--- config.mk ---
export PLATFORM = sky130hd
export DESIGN_NAME = fft_kmul_sched
export DESIGN_NICKNAME = d
export VERILOG_FILES = /design/src/rtl/fft_kmul_sched.sv
export SDC_FILE = /design/constraint.sdc
export NUM_CORES = 1
export LEC_CHECK = 0
export CORE_UTILIZATION = 62
export CTS_CLUSTER_DIAMETER = 60
export CTS_CLUSTER_SIZE = 20
export DETAILED_ROUTE_END_ITERATION = 7
export PLACE_DENSITY = 0.82
export REMOVE_ABC_BUFFERS = 1
export SLEW_MARGIN = 15
export SYNTH_ARGS = -nofsm -noshare
export SYNTH_HDL_FRONTEND = slang
export SYNTH_SLANG_ARGS = --single-unit
--- constraint.sdc ---
create_clock -name clk_i -period 10.9 [get_ports clk_i]
set_clock_uncertainty 0.1 [all_clocks]
set_input_delay 2.18 -clock clk_i [delete_from_list [all_inputs] [get_ports clk_i]]
set_output_delay 2.18 -clock clk_i [all_outputs]
set_load 0.02 [all_outputs]
--- src/rtl/fft_kmul_sched.sv ---
// rtl/fft_kmul_sched.sv - complex sample x twiddle multiplier, three passes through one shared multiply-add
module fft_kmul_sched #(
    parameter int DATA_WIDTH    = 25,
    parameter int TWIDDLE_WIDTH = 10,
    parameter int NLOG2         = 10
) (
    input  logic                            clk_i,
    input  logic                            rst_i,
    input  logic                            in_valid_i,
    output logic                            in_ready_o,
    input  logic [NLOG2-1:0]                ctr_i,
    input  logic signed [DATA_WIDTH-1:0]    x_re_i,
    input  logic signed [DATA_WIDTH-1:0]    x_im_i,
    input  logic signed [TWIDDLE_WIDTH-1:0] w_re_i,
    input  logic signed [TWIDDLE_WIDTH-1:0] w_im_i,
    output logic                            out_valid_o,
    input  logic                            out_ready_i,
    output logic [NLOG2-1:0]                ctr_o,
    output logic signed [DATA_WIDTH-1:0]    z_re_o,
    output logic signed [DATA_WIDTH-1:0]    z_im_o
);

    // P width of the multiply-add, A and B operand widths, kept-result width
    localparam int PW = DATA_WIDTH + TWIDDLE_WIDTH + 1;
    localparam int AW = DATA_WIDTH + 1;
    localparam int BW = TWIDDLE_WIDTH + 1;
    localparam int KW = DATA_WIDTH + TWIDDLE_WIDTH - 1;

    typedef enum logic [2:0] {
        IDLE  = 3'd0,
        MUL_F = 3'd1,
        MUL_R = 3'd2,
        MUL_I = 3'd3,
        HOLD  = 3'd4
    } state_t;

    state_t state;
    state_t state_next;

    // latched operands and partial products
    logic signed [DATA_WIDTH-1:0]    x_re;
    logic signed [DATA_WIDTH-1:0]    x_im;
    logic signed [TWIDDLE_WIDTH-1:0] w_re;
    logic signed [TWIDDLE_WIDTH-1:0] w_im;
    logic [NLOG2-1:0]                ctr;
    logic signed [PW-1:0]            f;
    logic [KW-1:0]                   r;

    // shared multiply-add P = A*B + C
    logic signed [AW-1:0] mul_a;
    logic signed [BW-1:0] mul_b;
    logic signed [PW-1:0] mul_c;
    logic signed [PW-1:0] mul_a_ext;
    logic signed [PW-1:0] mul_b_ext;
    logic signed [PW-1:0] mul_p;

    logic accept;

    // round half-to-even of p / 2^(TWIDDLE_WIDTH-1); bits above KW-1 are dropped, so the result wraps
    function automatic logic [DATA_WIDTH-1:0] rnd(input logic [KW-1:0] p);
        logic [DATA_WIDTH-1:0] t;
        logic                  half;
        logic                  sticky;
        t      = p[KW-1:TWIDDLE_WIDTH-1];
        half   = p[TWIDDLE_WIDTH-2];
        sticky = |p[TWIDDLE_WIDTH-3:0];
        return t + {{(DATA_WIDTH-1){1'b0}}, half & (sticky | t[0])};
    endfunction

    assign in_ready_o = !rst_i && ((state == IDLE) || ((state == HOLD) && out_ready_i));
    assign accept     = in_valid_i && in_ready_o;

    // state register
    always_ff @(posedge clk_i or posedge rst_i) begin
        if (rst_i) begin
            state <= IDLE;
        end else begin
            state <= state_next;
        end
    end

    // next-state: one pass per product, then hold until the result is taken
    always_comb begin
        state_next = IDLE;
        case (state)
            IDLE:    state_next = accept ? MUL_F : IDLE;
            MUL_F:   state_next = MUL_R;
            MUL_R:   state_next = MUL_I;
            MUL_I:   state_next = HOLD;
            HOLD: begin
                if (out_ready_i) begin
                    state_next = accept ? MUL_F : IDLE;
                end else begin
                    state_next = HOLD;
                end
            end
            default: state_next = IDLE;
        endcase
    end

    // operand select: f=(xr-xi)*wr, r=xi*(wr-wi)+f, i=xr*(wr+wi)-f
    always_comb begin
        mul_a = '0;
        mul_b = '0;
        mul_c = '0;
        case (state)
            MUL_F: begin
                mul_a = {x_re[DATA_WIDTH-1], x_re} - {x_im[DATA_WIDTH-1], x_im};
                mul_b = {w_re[TWIDDLE_WIDTH-1], w_re};
            end
            MUL_R: begin
                mul_a = {x_im[DATA_WIDTH-1], x_im};
                mul_b = {w_re[TWIDDLE_WIDTH-1], w_re} - {w_im[TWIDDLE_WIDTH-1], w_im};
                mul_c = f;
            end
            MUL_I: begin
                mul_a = {x_re[DATA_WIDTH-1], x_re};
                mul_b = {w_re[TWIDDLE_WIDTH-1], w_re} + {w_im[TWIDDLE_WIDTH-1], w_im};
                mul_c = -f;
            end
            default: begin
                mul_a = '0;
                mul_b = '0;
                mul_c = '0;
            end
        endcase
    end

    // all arithmetic is modulo 2^PW; the true results always fit, so wrap of intermediates is harmless
    assign mul_a_ext = PW'(mul_a);
    assign mul_b_ext = PW'(mul_b);
    assign mul_p     = mul_a_ext * mul_b_ext + mul_c;

    // operand capture, partial products and the held result
    always_ff @(posedge clk_i or posedge rst_i) begin
        if (rst_i) begin
            x_re        <= '0;
            x_im        <= '0;
            w_re        <= '0;
            w_im        <= '0;
            ctr         <= '0;
            f           <= '0;
            r           <= '0;
            z_re_o      <= '0;
            z_im_o      <= '0;
            ctr_o       <= '0;
            out_valid_o <= 1'b0;
        end else begin
            if (accept) begin
                x_re <= x_re_i;
                x_im <= x_im_i;
                w_re <= w_re_i;
                w_im <= w_im_i;
                ctr  <= ctr_i;
            end
            case (state)
                MUL_F: f <= mul_p;
                MUL_R: r <= mul_p[KW-1:0];
                MUL_I: begin
                    z_re_o      <= rnd(r);
                    z_im_o      <= rnd(mul_p[KW-1:0]);
                    ctr_o       <= ctr;
                    out_valid_o <= 1'b1;
                end
                HOLD: begin
                    if (out_ready_i) begin
                        out_valid_o <= 1'b0;
                    end
                end
                default: begin
                end
            endcase
        end
    end

endmodule

==> results.json <==
{
  "min_path_type": "register to register",
  "worstMarginPinSlew_ns": 1.06,
  "ys_warn_count": 0,
  "clk_pin_slew_ns": 0.07,
  "rsz0062_at_grt": "false",
  "drtAntennaViolNets": 0,
  "drive_gt1_share_pct": 7.72,
  "fmax_mhz": 97.4,
  "die_area_sq_um": 36800,
  "die_w_microns": 192,
  "cts_buffers": 20,
  "fin_area_sq_um": 25000,
  "grt_pass1_vias": 18500,
  "viasPerCell": 5.85,
  "netlist.area_leader.share_pct": 24.1,
  "yosysSeqAreaShare_pct": 23.8,
  "first_pass_iters": 5,
  "start_util_pct": 62.9,
  "num-fill-cells": 2723,
  "syn_area_sq_um": 22300,
  "grt_pass1_wl_microns": 98600,
  "grt_use_total_pct": 34.4,
  "synth-async-reset-ratio_pct": 100,
  "ys.flop_type": "dfrtp_1",
  "wl_per_cell_microns": 19.5,
  "cpMostUsedCell": "fa_1",
  "io_pins": 146,
  "syn_inst": 2473,
  "hold_start": "ctr[8]",
  "finalMaxSlewViolations": 0,
  "clk_path_buf_depth": 3,
  "clock_sinks": 212,
  "htreeDepth": 1,
  "crit_start": "state[2]",
  "period_share_pct": 94.2,
  "synth_area_leader_cell": "fa_1",
  "grt.overflow.total": 0,
  "clk_latency_ns": 0.54,
  "area_growth_pct": 12.1,
  "postPlaceCellArea_sq_um": 24300,
  "ctsHoldBuffers": 0,
  "drv_cap": 0,
  "max-slew-margin-rel_pct": 29.1,
  "finalCriticalPeriod_ns": 10.26,
  "fin_nets": 3052,
  "core_sq_um": 35500,
  "status": "complete, no violations",
  "synthTopCellsByArea": "fa_1, dfrtp_1, ha_1, nand2_1, inv_1",
  "critPathLaunchType": "register",
  "path_max_fanout": 23,
  "synth_area_per_cell_sq_um": 9.03,
  "dp_hpwl_microns": 46800,
  "synth_seq_cells": 212,
  "synth_edf_count": 0,
  "drc": 0,
  "r2r-start": "state[2]",
  "postCtsSetupRepairBufs": 0,
  "whs_path_depth": 2,
  "cts_tree": "built",
  "grt_max_degree": 134,
  "synth.distinct_cells": 77,
  "cts-root-buf": "clkbuf_16",
  "cp.required_ns": 11.17,
  "final_common_cell": "nand2_1",
  "seq_area_sq_um": 5310,
  "crit_arrival_ns": 10.53,
  "ff2ff_path_depth": 37,
  "final_cell_mix": "nand2_1, inv_1, fa_1",
  "critPathMaxStageDelay_ns": 0.65,
  "slowest_stage": "or4_1",
  "grt_antenna_before_repair": 0,
  "rows": 69,
  "die_y_microns": 192,
  "vias": 17800,
  "critPathKind": "register to register",
  "drt_wl_total_microns": 59700,
  "cts_resized": 0,
  "setup_violations": 0,
  "drt_iter0_markers": 1376,
  "multi_input_area_sq_um": 15500,
  "hold_viol_final": 0,
  "port_buffers": 145,
  "place.gp.congestion": 0.957,
  "cp-end-kind": "register",
  "pre_cts_slack_ns": 0.574,
  "setup_slack_ns": 0.637
}
==> final cells by class <==
type                    count  area share (%)
well taps                 461            2.31
flip-flops and latches    212            21.2
diodes                      1          0.0100
multi-input cells        1834            61.8
clock buffers              22            2.12
repair buffers            179            6.83
clock inverters            14           0.750
inverters                 330            5.00
==> state kept, by name (all words and copies together) (netlist names) <==
name and count:
z_re_o 25, f 34, x_im 25, out_valid_o 1
ctr 10, state 3, z_im_o 25, w_re 10
r 34, x_re 25, ctr_o 10, w_im 10
==> per-stage QoR <==
stage	hold WS (ns)	utilization, %	cells	TNS [ns]
after floorplan	0.333	-	2376	-31.40
after global placement	0.339	68.4	3015	0
after detailed placement	0.355	68.4	3016	0
after CTS	0.370	70.5	3052	0
after global routing	0.399	70.5	3052	0
final	0.369	70.5	3053	0
==> worst max-delay path, delay by kind of cell (launching register included) <==
| family | cells | cell delay [ns] |
|---|---|---|
| adders and majority gates | 7 | 3.23 |
| xor gates and xnor gates | 4 | 0.65 |
| and+or+nand+nor | 13 | 3.24 |
| DFF | 1 | 0.38 |
| buffers and inverters | 5 | 0.65 |
| AOI/OAI and AO/OA | 8 | 1.85 |
==> routing by layer <==
| layer | GRT usage, % | routed length (microns) |
|---|---|---|
| met4 | 10.5 | 1860 |
| met1 | 47.8 | 25600 |
| met5 | 0 | 0 |
| met2 | 54.9 | 27900 |
| met3 | 6.12 | 4330 |
==> cell families (layout without fill, tap and decap cells) <==
logic type | Yosys count | count (layout) | synth area share [%]
compound gates | 385 | 385 | 10.7
xor+xnor | 147 | 147 | 5.86
fa+ha+maj | 391 | 391 | 31.0
buf+inv | 427 | 545 | 7.23
flops | 212 | 212 | 23.8
mux | 104 | 104 | 5.15
other cells | 0 | 1 | 0
simple gates | 807 | 807 | 16.4
==> cell usage after synthesis (17+ instances only) <==
cell type and count:
mux2i_1 17, o21ai_0 156, a21oi_1 64, nor3_1 22, nor2_1 229, and2_1 20, nand3_1 26, xnor2_1 71
a21o_1 31, xor2_1 74, o31ai_1 17, nand2_1 351, clkbuf_1 80, dfrtp_1 212, nand2b_1 41, o21a_1 22
mux2_2 87, inv_1 329, fa_1 269, ha_1 122
==> path summary, 6_finish.rpt <==
kind	end	slack (ns)
setup reg to reg	z_im_o[20]	0.64
max in group asynchronous	f[32]	6.87
hold reg to reg	ctr_o[8]	0.37
min in group asynchronous	w_re[9]	2.21
setup / recovery	z_im_o[20]	0.64
hold / removal	ctr_o[8]	0.37
Power is left out: the tool's default activity adds up to more than one toggle a clock period on the data nets, which glitch-free logic cannot reach.
